**src/rtl/cacode_ctrl_if.sv**
```systemverilog
// Handshake and control bundle between a C/A code controller and its host.
// The host drives the master side; the controller implements the slave side.
interface cacode_ctrl_if #(
  parameter int NCO_W = 32
);
  logic             en;
  logic [NCO_W-1:0] code_rate;
  logic             cfg_valid;
  logic             cfg_ready;
  logic [9:0]       cfg_g1_init;
  logic [9:0]       cfg_g2_init;
  logic [3:0]       cfg_t0;
  logic [3:0]       cfg_t1;
  logic             slew_valid;
  logic             slew_ready;
  logic [10:0]      slew_chips;
  logic [9:0]       g1_init;
  logic [9:0]       g2_init;
  logic [3:0]       t0;
  logic [3:0]       t1;
  logic             code_load;
  logic             code_step;
  logic [9:0]       chip_cnt;
  logic             epoch;
  logic [15:0]      epoch_cnt;

  modport master (
    output en, code_rate, cfg_valid, cfg_g1_init, cfg_g2_init, cfg_t0, cfg_t1,
           slew_valid, slew_chips,
    input  cfg_ready, slew_ready, g1_init, g2_init, t0, t1,
           code_load, code_step, chip_cnt, epoch, epoch_cnt
  );

  modport slave (
    input  en, code_rate, cfg_valid, cfg_g1_init, cfg_g2_init, cfg_t0, cfg_t1,
           slew_valid, slew_chips,
    output cfg_ready, slew_ready, g1_init, g2_init, t0, t1,
           code_load, code_step, chip_cnt, epoch, epoch_cnt
  );
endinterface

```
**src/rtl/cacode_ctrl.sv**
```systemverilog
// C/A code chip-rate controller: NCO-driven step strobes, chip/epoch counting,
// configuration loading and code-phase slewing for one tracking channel.
module cacode_ctrl #(
  parameter int NCO_W = 32
) (
  input logic         clk,
  input logic         rst,
  cacode_ctrl_if.slave bus
);
  typedef enum logic [1:0] {IDLE, LOAD, RUN, SLEW} state_t;

  state_t           state_reg;
  logic [NCO_W-1:0] acc_reg;
  logic [10:0]      remaining_reg;
  logic [9:0]       chip_reg;
  logic [15:0]      epoch_cnt_reg;
  logic             load_reg;
  logic             step_reg;
  logic             epoch_reg;
  logic [9:0]       g1_reg;
  logic [9:0]       g2_reg;
  logic [3:0]       t0_reg;
  logic [3:0]       t1_reg;

  logic             cfg_ready;
  logic             slew_ready;
  logic             cfg_take;
  logic             slew_take;
  logic [NCO_W:0]   sum_full;
  logic             carry;
  logic             chip_wrap;

  always_comb begin
    cfg_ready  = !rst && (state_reg != LOAD);
    cfg_take   = cfg_ready && bus.cfg_valid && bus.en;
    // Slew yields to a same-cycle configuration offer.
    slew_ready = !rst && bus.en && (state_reg == RUN) && !bus.cfg_valid;
    slew_take  = slew_ready && bus.slew_valid;
    sum_full   = {1'b0, acc_reg} + {1'b0, bus.code_rate};
    carry      = sum_full[NCO_W];
    chip_wrap  = (chip_reg == 10'd1022);
  end

  always_ff @(posedge clk) begin
    if (rst) begin
      state_reg     <= IDLE;
      acc_reg       <= '0;
      remaining_reg <= '0;
      chip_reg      <= '0;
      epoch_cnt_reg <= '0;
      load_reg      <= 1'b0;
      step_reg      <= 1'b0;
      epoch_reg     <= 1'b0;
      g1_reg        <= 10'h3FF;
      g2_reg        <= 10'h3FF;
      t0_reg        <= '0;
      t1_reg        <= '0;
    end else begin
      load_reg  <= 1'b0;
      step_reg  <= 1'b0;
      epoch_reg <= 1'b0;
      if (!bus.en) begin
        state_reg     <= IDLE;
        remaining_reg <= '0;
      end else if (cfg_take) begin
        g1_reg        <= bus.cfg_g1_init;
        g2_reg        <= bus.cfg_g2_init;
        t0_reg        <= bus.cfg_t0;
        t1_reg        <= bus.cfg_t1;
        acc_reg       <= '0;
        chip_reg      <= '0;
        epoch_cnt_reg <= '0;
        remaining_reg <= '0;
        load_reg      <= 1'b1;
        state_reg     <= LOAD;
      end else begin
        case (state_reg)
          IDLE: state_reg <= IDLE;
          LOAD: state_reg <= RUN;
          RUN: begin
            acc_reg <= sum_full[NCO_W-1:0];
            if (carry) begin
              // Epoch stands in for the wrapping step so the strobes stay exclusive.
              if (chip_wrap) begin
                chip_reg      <= '0;
                epoch_reg     <= 1'b1;
                epoch_cnt_reg <= epoch_cnt_reg + 16'd1;
              end else begin
                chip_reg <= chip_reg + 10'd1;
                step_reg <= 1'b1;
              end
            end
            if (slew_take && (bus.slew_chips != 11'd0)) begin
              remaining_reg <= bus.slew_chips;
              state_reg     <= SLEW;
            end
          end
          SLEW: begin
            acc_reg <= sum_full[NCO_W-1:0];
            if (carry) begin
              remaining_reg <= remaining_reg - 11'd1;
              if (remaining_reg == 11'd1) begin
                state_reg <= RUN;
              end
            end
          end
          default: state_reg <= IDLE;
        endcase
      end
    end
  end

  assign bus.cfg_ready  = cfg_ready;
  assign bus.slew_ready = slew_ready;
  assign bus.g1_init    = g1_reg;
  assign bus.g2_init    = g2_reg;
  assign bus.t0         = t0_reg;
  assign bus.t1         = t1_reg;
  assign bus.code_load  = load_reg;
  assign bus.code_step  = step_reg;
  assign bus.chip_cnt   = chip_reg;
  assign bus.epoch      = epoch_reg;
  assign bus.epoch_cnt  = epoch_cnt_reg;
endmodule

```
**src/flat_wrapper.sv**
```systemverilog
// flat-port wrapper written by rule: the top's interface ports become plain ports
module cacode_ctrl_flat 
#(
  parameter int NCO_W = 32
)
  (clk, rst, bus_en, bus_code_rate, bus_cfg_valid, bus_cfg_g1_init, bus_cfg_g2_init, bus_cfg_t0, bus_cfg_t1, bus_slew_valid, bus_slew_chips, bus_cfg_ready, bus_slew_ready, bus_g1_init, bus_g2_init, bus_t0, bus_t1, bus_code_load, bus_code_step, bus_chip_cnt, bus_epoch, bus_epoch_cnt);
  cacode_ctrl_if #(.NCO_W(NCO_W)) bus_i ();
  input logic clk;
  input logic rst;
  input wire logic [$bits(bus_i.en)-1:0] bus_en;
  input wire logic [$bits(bus_i.code_rate)-1:0] bus_code_rate;
  input wire logic [$bits(bus_i.cfg_valid)-1:0] bus_cfg_valid;
  input wire logic [$bits(bus_i.cfg_g1_init)-1:0] bus_cfg_g1_init;
  input wire logic [$bits(bus_i.cfg_g2_init)-1:0] bus_cfg_g2_init;
  input wire logic [$bits(bus_i.cfg_t0)-1:0] bus_cfg_t0;
  input wire logic [$bits(bus_i.cfg_t1)-1:0] bus_cfg_t1;
  input wire logic [$bits(bus_i.slew_valid)-1:0] bus_slew_valid;
  input wire logic [$bits(bus_i.slew_chips)-1:0] bus_slew_chips;
  output wire logic [$bits(bus_i.cfg_ready)-1:0] bus_cfg_ready;
  output wire logic [$bits(bus_i.slew_ready)-1:0] bus_slew_ready;
  output wire logic [$bits(bus_i.g1_init)-1:0] bus_g1_init;
  output wire logic [$bits(bus_i.g2_init)-1:0] bus_g2_init;
  output wire logic [$bits(bus_i.t0)-1:0] bus_t0;
  output wire logic [$bits(bus_i.t1)-1:0] bus_t1;
  output wire logic [$bits(bus_i.code_load)-1:0] bus_code_load;
  output wire logic [$bits(bus_i.code_step)-1:0] bus_code_step;
  output wire logic [$bits(bus_i.chip_cnt)-1:0] bus_chip_cnt;
  output wire logic [$bits(bus_i.epoch)-1:0] bus_epoch;
  output wire logic [$bits(bus_i.epoch_cnt)-1:0] bus_epoch_cnt;
  assign bus_i.en = bus_en;
  assign bus_i.code_rate = bus_code_rate;
  assign bus_i.cfg_valid = bus_cfg_valid;
  assign bus_i.cfg_g1_init = bus_cfg_g1_init;
  assign bus_i.cfg_g2_init = bus_cfg_g2_init;
  assign bus_i.cfg_t0 = bus_cfg_t0;
  assign bus_i.cfg_t1 = bus_cfg_t1;
  assign bus_i.slew_valid = bus_slew_valid;
  assign bus_i.slew_chips = bus_slew_chips;
  assign bus_cfg_ready = bus_i.cfg_ready;
  assign bus_slew_ready = bus_i.slew_ready;
  assign bus_g1_init = bus_i.g1_init;
  assign bus_g2_init = bus_i.g2_init;
  assign bus_t0 = bus_i.t0;
  assign bus_t1 = bus_i.t1;
  assign bus_code_load = bus_i.code_load;
  assign bus_code_step = bus_i.code_step;
  assign bus_chip_cnt = bus_i.chip_cnt;
  assign bus_epoch = bus_i.epoch;
  assign bus_epoch_cnt = bus_i.epoch_cnt;
  cacode_ctrl #(.NCO_W(NCO_W)) u_core (.clk(clk), .rst(rst), .bus(bus_i));
endmodule
```
**config.mk**
```make
export PLATFORM = sky130hd
export DESIGN_NAME = cacode_ctrl_flat
export DESIGN_NICKNAME = d
export VERILOG_FILES = /design/src/rtl/cacode_ctrl_if.sv /design/src/rtl/cacode_ctrl.sv /design/src/flat_wrapper.sv
export SDC_FILE = /design/constraint.sdc
export NUM_CORES = 1
export LEC_CHECK = 0
export BUFFER_PORTS_ARGS = -buffer_cell sky130_fd_sc_hd__buf_4
export CAP_MARGIN = 20
export CORE_MARGIN = 4
export CORE_UTILIZATION = 36
export DETAILED_ROUTE_END_ITERATION = 8
export PLACE_DENSITY = 0.64
export SLEW_MARGIN = 30
export SYNTH_ARGS = -nofsm -noshare
export SYNTH_HDL_FRONTEND = slang
export SYNTH_SLANG_ARGS = --single-unit
```
**constraint.sdc**
```tcl
create_clock -name clk -period 2.95 [get_ports clk]
set_clock_uncertainty 0.05 [all_clocks]
set_input_delay 0.1475 -clock clk [delete_from_list [all_inputs] [get_ports clk]]
set_output_delay 0.1475 -clock clk [all_outputs]
set_load 0.05 [all_outputs]
```
* Word-level counts from Yosys, hierarchy flattened
Index checks and enable logic that the tools add are counted.
** Word-level totals
- Bits in registers :: 102
- Input bits :: 76
- Output and inout port bits :: 59
- Word-level logic and storage cells :: 81
** Operators by class
- $add $sub $neg :: 4
- Equal/unequal tests :: 12
- Multiplexer cells :: 21
- Bitwise gates (word level) :: 3
- Reduce and logical (&&, ||, !) cells :: 28
** Operators by type and width (count)
- $mux W16 :: 4
- $mux W32 :: 2
- $mux W10 :: 4
- $add A32 B32 Y33 :: 1
- $mux W11 :: 2
- $pmux W11 S2 :: 1
- $add A16 B1 Y16 const B :: 1
- $reduce_and A3 Y1 :: 4
- $eq A11 B1 Y1 const B :: 1
- $reduce_bool A11 Y1 :: 1
- $sub A11 B1 Y11 const B :: 1
- $add A10 B1 Y10 const B :: 1
- $eq A10 B10 Y1 const B :: 1
- $reduce_bool A2 Y1 :: 5
- $logic_and A1 B1 Y1 :: 8
- $pmux W2 S4 :: 1
- $mux W2 :: 3
- $ne A2 B1 Y1 const B :: 3
- $ne A3 B1 Y1 const B :: 2
- $reduce_or A5 Y1 :: 1
- $eq A2 B2 Y1 const B :: 2
- $mux W1 :: 4
- $reduce_and A2 Y1 :: 2
- $reduce_and A4 Y1 :: 1
- other kinds (8) :: 12

* Logic depth before layout (Yosys ltp)
- Depth in word-level cells :: 9
- Gate-level depth with buffers :: 14
- Gate-level depth less buffers :: 12

* Worst setup path after synthesis
Ideal clock, no wire load.
- Kind :: reg2reg
- Start point :: register u_core.state_reg[1]
- End point :: register u_core.remaining_reg[5]
- Setup time :: 0.128 ns
- Data arrival time :: 3.275 ns
- Required time :: 2.772 ns
- Path slack :: -0.502 ns
- Stages on the path, launching flop included :: 9
- Path buffers :: 1
- Period minus slack after synthesis :: 3.452 ns
- Cell sequence :: dfxtp_1 -> inv_1 -> nor4_1 -> and3_1 -> a21o_1 -> clkbuf_1 -> o21ai_0 -> a22oi_1 -> nor2_1
** On the way
- Longest elaborated chain between the ends :: 7
- Elaborated cells on any way between the ends :: 16
- Those cells by class :: eq/ne (5); mux (1); reduce/logical (10)
** RTL lines
- start, declared :: RTL line cacode_ctrl.sv:12 : state_t state_reg;
- start signal, assigned :: RTL line cacode_ctrl.sv:46 : state_reg <= IDLE;
- start signal, assigned :: RTL line cacode_ctrl.sv:63 : state_reg <= IDLE;
- start signal, assigned :: RTL line cacode_ctrl.sv:75 : state_reg <= LOAD;
- $eq A2 B2 Y1 :: RTL line cacode_ctrl.sv:37 : slew_ready = !rst && bus.en && (state_reg == RUN) && !bus.cfg_valid;
- $logic_and A1 B1 Y1 (2 in a row) :: RTL line cacode_ctrl.sv:37
- named net bus_slew_ready :: RTL line flat_wrapper.sv:20 : output wire logic [$bits(bus_i.slew_ready)-1:0] bus_slew_ready;
- $logic_and A1 B1 Y1 :: RTL line cacode_ctrl.sv:38 : slew_take = slew_ready && bus.slew_valid;
- $logic_and A1 B1 Y1 :: RTL line cacode_ctrl.sv:93 : if (slew_take && (bus.slew_chips != 11'd0)) begin
- $ne A2 B2 Y1 (no source line)
- $reduce_and A3 Y1 (no source line)
- end signal, assigned :: RTL line cacode_ctrl.sv:94 : remaining_reg <= bus.slew_chips;
- end signal, assigned :: RTL line cacode_ctrl.sv:101 : remaining_reg <= remaining_reg - 11'd1;
- end, declared :: RTL line cacode_ctrl.sv:14 : logic [10:0] remaining_reg;
The timed path passes the listed nets, and every way through them passes these cells.
A chain may end at the register's enable or synchronous reset.

* Worst setup path after layout
- Start point :: register u_core.acc_reg[0]
- End point :: register u_core.epoch_cnt_reg[15], in the netlist u_core.bus.epoch_cnt[15]
** On the way
- Longest elaborated chain between the ends :: 3
** RTL lines
- start, declared :: RTL line cacode_ctrl.sv:13 : logic [NCO_W-1:0] acc_reg;
- start signal, assigned :: RTL line cacode_ctrl.sv:81 : acc_reg <= sum_full[NCO_W-1:0];
- start signal, assigned :: RTL line cacode_ctrl.sv:99 : acc_reg <= sum_full[NCO_W-1:0];
- $add A32 B32 Y33 :: RTL line cacode_ctrl.sv:39 : sum_full = {1'b0, acc_reg} + {1'b0, bus.code_rate};
- $reduce_bool A2 Y1 (no source line)
- $reduce_and A4 Y1 (no source line)
- end signal, assigned :: RTL line cacode_ctrl.sv:87 : epoch_cnt_reg <= epoch_cnt_reg + 16'd1;
- end, declared :: RTL line cacode_ctrl.sv:16 : logic [15:0] epoch_cnt_reg;
No other way between the ends.

==> out/results.ini <==
[status]
status=finished clean

[power]
static-leakage-power_nw=3.510
p_per_area_mw_per_mm2=373.7
irDropWorstVdd_v=0.0002864
power.total_mw=3.008
seqPwrFrac_pct=46.9
intPower_mw=2.177
power.switching_uw=831.0
swShare_pct=27.62
clockPowerShare_pct=38.3
comb_power_share_pct=14.8

[worst_setup_path]
start_kind=flip-flop
critPathKind=reg -> reg
crit_chain=ha_4 -> inv_2 -> fa_2 -> nor2b_2 -> o31a_1 -> o21ai_2 -> o311ai_4 -> o21a_2 -> nand2_4 -> or4_4 -> or3_1 -> a31oi_1
crit_slowest_cell=or4_4
crit_fanout=3
cp_data_arrival_time_ns=3.09
worstPathRequired_ns=3.18
slowest_delay_ns=0.48
crit_path_end_kind=flip-flop

[clock_tree]
cts_tree=done
clock_latency_ns=0.35
clk_pin_slew_worst_paths_ns=0.07
cts_inserted_buffers=9
root_buffer=clkbuf_16
cts.sinks=102
cts_buffer_depth=2
cts_max_level=3

[grt]
grt_pass1_vias=5594
grt.busiest_layer=met2
overflow=0
grt_start_max_net_pins=47
antenna_found_initial=0
grt_usage_pct=18.15
grt_use_met1_pct=22.99
met2_usage_pct=30.82
grt_pass1_wl_mm=27.33
grtUsageMet3_pct=4.552

[cells_and_area]
layout-drive-gt1-share_pct=23.93
diodes=0
largest_register_ffs=32
nets=1042
syn_to_final_growth_pct=36.10
fin_util_pct=50.32

[synth]
yosys_register_bits=102
avgSynthCellArea_sq_um=7.919
yosys-top-cells-count=112 x nand2_1, 102 x dfxtp_1, 73 x a21oi_1
synth_ff_type=dfxtp_1
synth_area_sq_mm=0.005916
async_flop_share_pct=0
synth_top_cell_area_share_pct=34.52
post-synth-top-count-cell=nand2_1
ys_seq_area_share_pct=34.52
ys_types=56
synth_top_area_cell=dfxtp_1
ys_top_cells_by_area=dfxtp_1 35%, ha_1 7.8%, nand2_1 7.1%
synth_cells=747
synth_edf_count=0
syn_nets=861
yosys_warnings=0

[sta]
rsz0062_at_grt=true
min_period_ns=2.857
fmax_mhz=350.0
slew_violations=0
setup_violations=0
finalHoldViolations=0
finalCritPeriodShare_pct=96.86
tightestPinTransition_ns=0.4481
slew_headroom_pct=69.89

[floorplan]
rows=46
die_area_sq_mm=0.01855
initial_core_util_pct=36.97
die_y_um=136.2
ioPinCount=135
core_area_sq_mm=0.01600
die_w_um=136.2

[detailed_routing]
drc_errors=0
routed_wl_mm=17.20
wl_per_cell_um=14.98
drtAntennaViolNets=0
drtIter0Drc=339
vias_per_cell=5.178
vias=5944
dr.pass1.iters=5

[place]
port_buffers=134
gp_congestion=0.8402
dp.final_hpwl_mm=12.37

[flow_run]
maxCapViolCount=0

[min_path]
hold_path.class=in -> reg

area by class of cell:
class                      count  area [sq um]
timing repair buffer         205          1604
inverter                      20         75.07
fill                        1563          7949
clock inverter                 6         52.55
sequential                   102          2043
tap                          216         270.3
multi-input combinational    590          3781
clock buffer                   9         225.2
path summary, 6_finish.rpt:
kind                                  start  slack [ns]  depth (start not counted)                                     to
max          u_core.acc_reg[0]$_SDFFE_PP0P_        0.09                         12  u_core.bus.epoch_cnt[15]$_SDFFE_PP0P_
min                       bus_slew_chips[0]        0.01                          3   u_core.remaining_reg[0]$_SDFFE_PP0P_
max reg2reg  u_core.acc_reg[0]$_SDFFE_PP0P_        0.09                         12  u_core.bus.epoch_cnt[15]$_SDFFE_PP0P_
min reg2reg   u_core.bus.t1[2]$_SDFFE_PP0P_        0.41                          2          u_core.bus.t1[2]$_SDFFE_PP0P_
stage by stage:
step / TNS (ns) / setup slack, ns / instance area [sq um] / instances / hold WS, ns
detailed placement: -0.02759 / -0.02759 / 7440 / 1105 / 0.3133
finish: 0 / 0.09273 / 8051 / 1148 / 0.01465
floorplan: 0 / 0.02106 / 5982 / 747 / 0.2214
global route: -0.01173 / -0.01173 / 8051 / 1148 / 0.01602
CTS: -0.001847 / -0.001847 / 8009 / 1147 / 0.002156
global placement: 0 / 0.04406 / 7440 / 1105 / 0.3100
cell usage in the layout (no fill, tap or decap), drive strengths merged, types with 13 or more instances in the layout:
cell         instances
a21o                13
a21oi               73
a22o                20
a22oi               15
buf                179
dfxtp              102
dlygate4sd3         26
ha                  37
inv                 22
nand2              113
nand3               18
nand3b              24
nor2                69
nor3                14
o21ai               35
xnor2               23
xor2                14
what timing repair did:
item,4_1_cts,5_1_grt
endpoints found under the hold margin,26,0
setup buffers,1,1
hold buffers,26,0
endpoints found under the setup margin,1,27
pin swaps,6,6
resized for setup,5,12
power groups by stage:
stage          Combinational, mW  Sequential (mW)  Clock, mW
6_report                   0.445             1.41       1.15
4_1_cts                    0.445             1.41       1.20
3_5_place_dp               0.415             1.44          0
5_1_grt                    0.483             1.41       1.25
2_1_floorplan              0.167             1.51          0
3_3_place_gp               0.414             1.44          0
cell families (layout without fill, tap and decap cells):
group / after synthesis / count (layout) / share of synthesized area (%)
AOI/OAI and AO/OA: 217 / 217 / 23.79
xor gates and xnor gates: 37 / 37 / 5.478
adders and majority gates: 38 / 38 / 8.164
buffers and inverters: 55 / 240 / 3.638
DFF: 102 / 102 / 34.52
and+or+nand+nor: 298 / 298 / 24.41
critical path: cells and delay by family, from the launching register on:
kind / cells / cell delay, ns
and+or+nand+nor: 4 / 0.99
AOI/OAI and AO/OA: 5 / 0.87
adders and majority gates: 2 / 0.49
DFF: 1 / 0.35
buffers and inverters: 1 / 0.04
layer usage:
metal | routed length (um) | share of wire, %
met1 | 7791 | 45
met2 | 8057 | 47
met3 | 1193 | 6.9
met4 | 155 | 0.90
met5 | 0 | 0
Note: power is estimated with default switching activity, not from simulation.
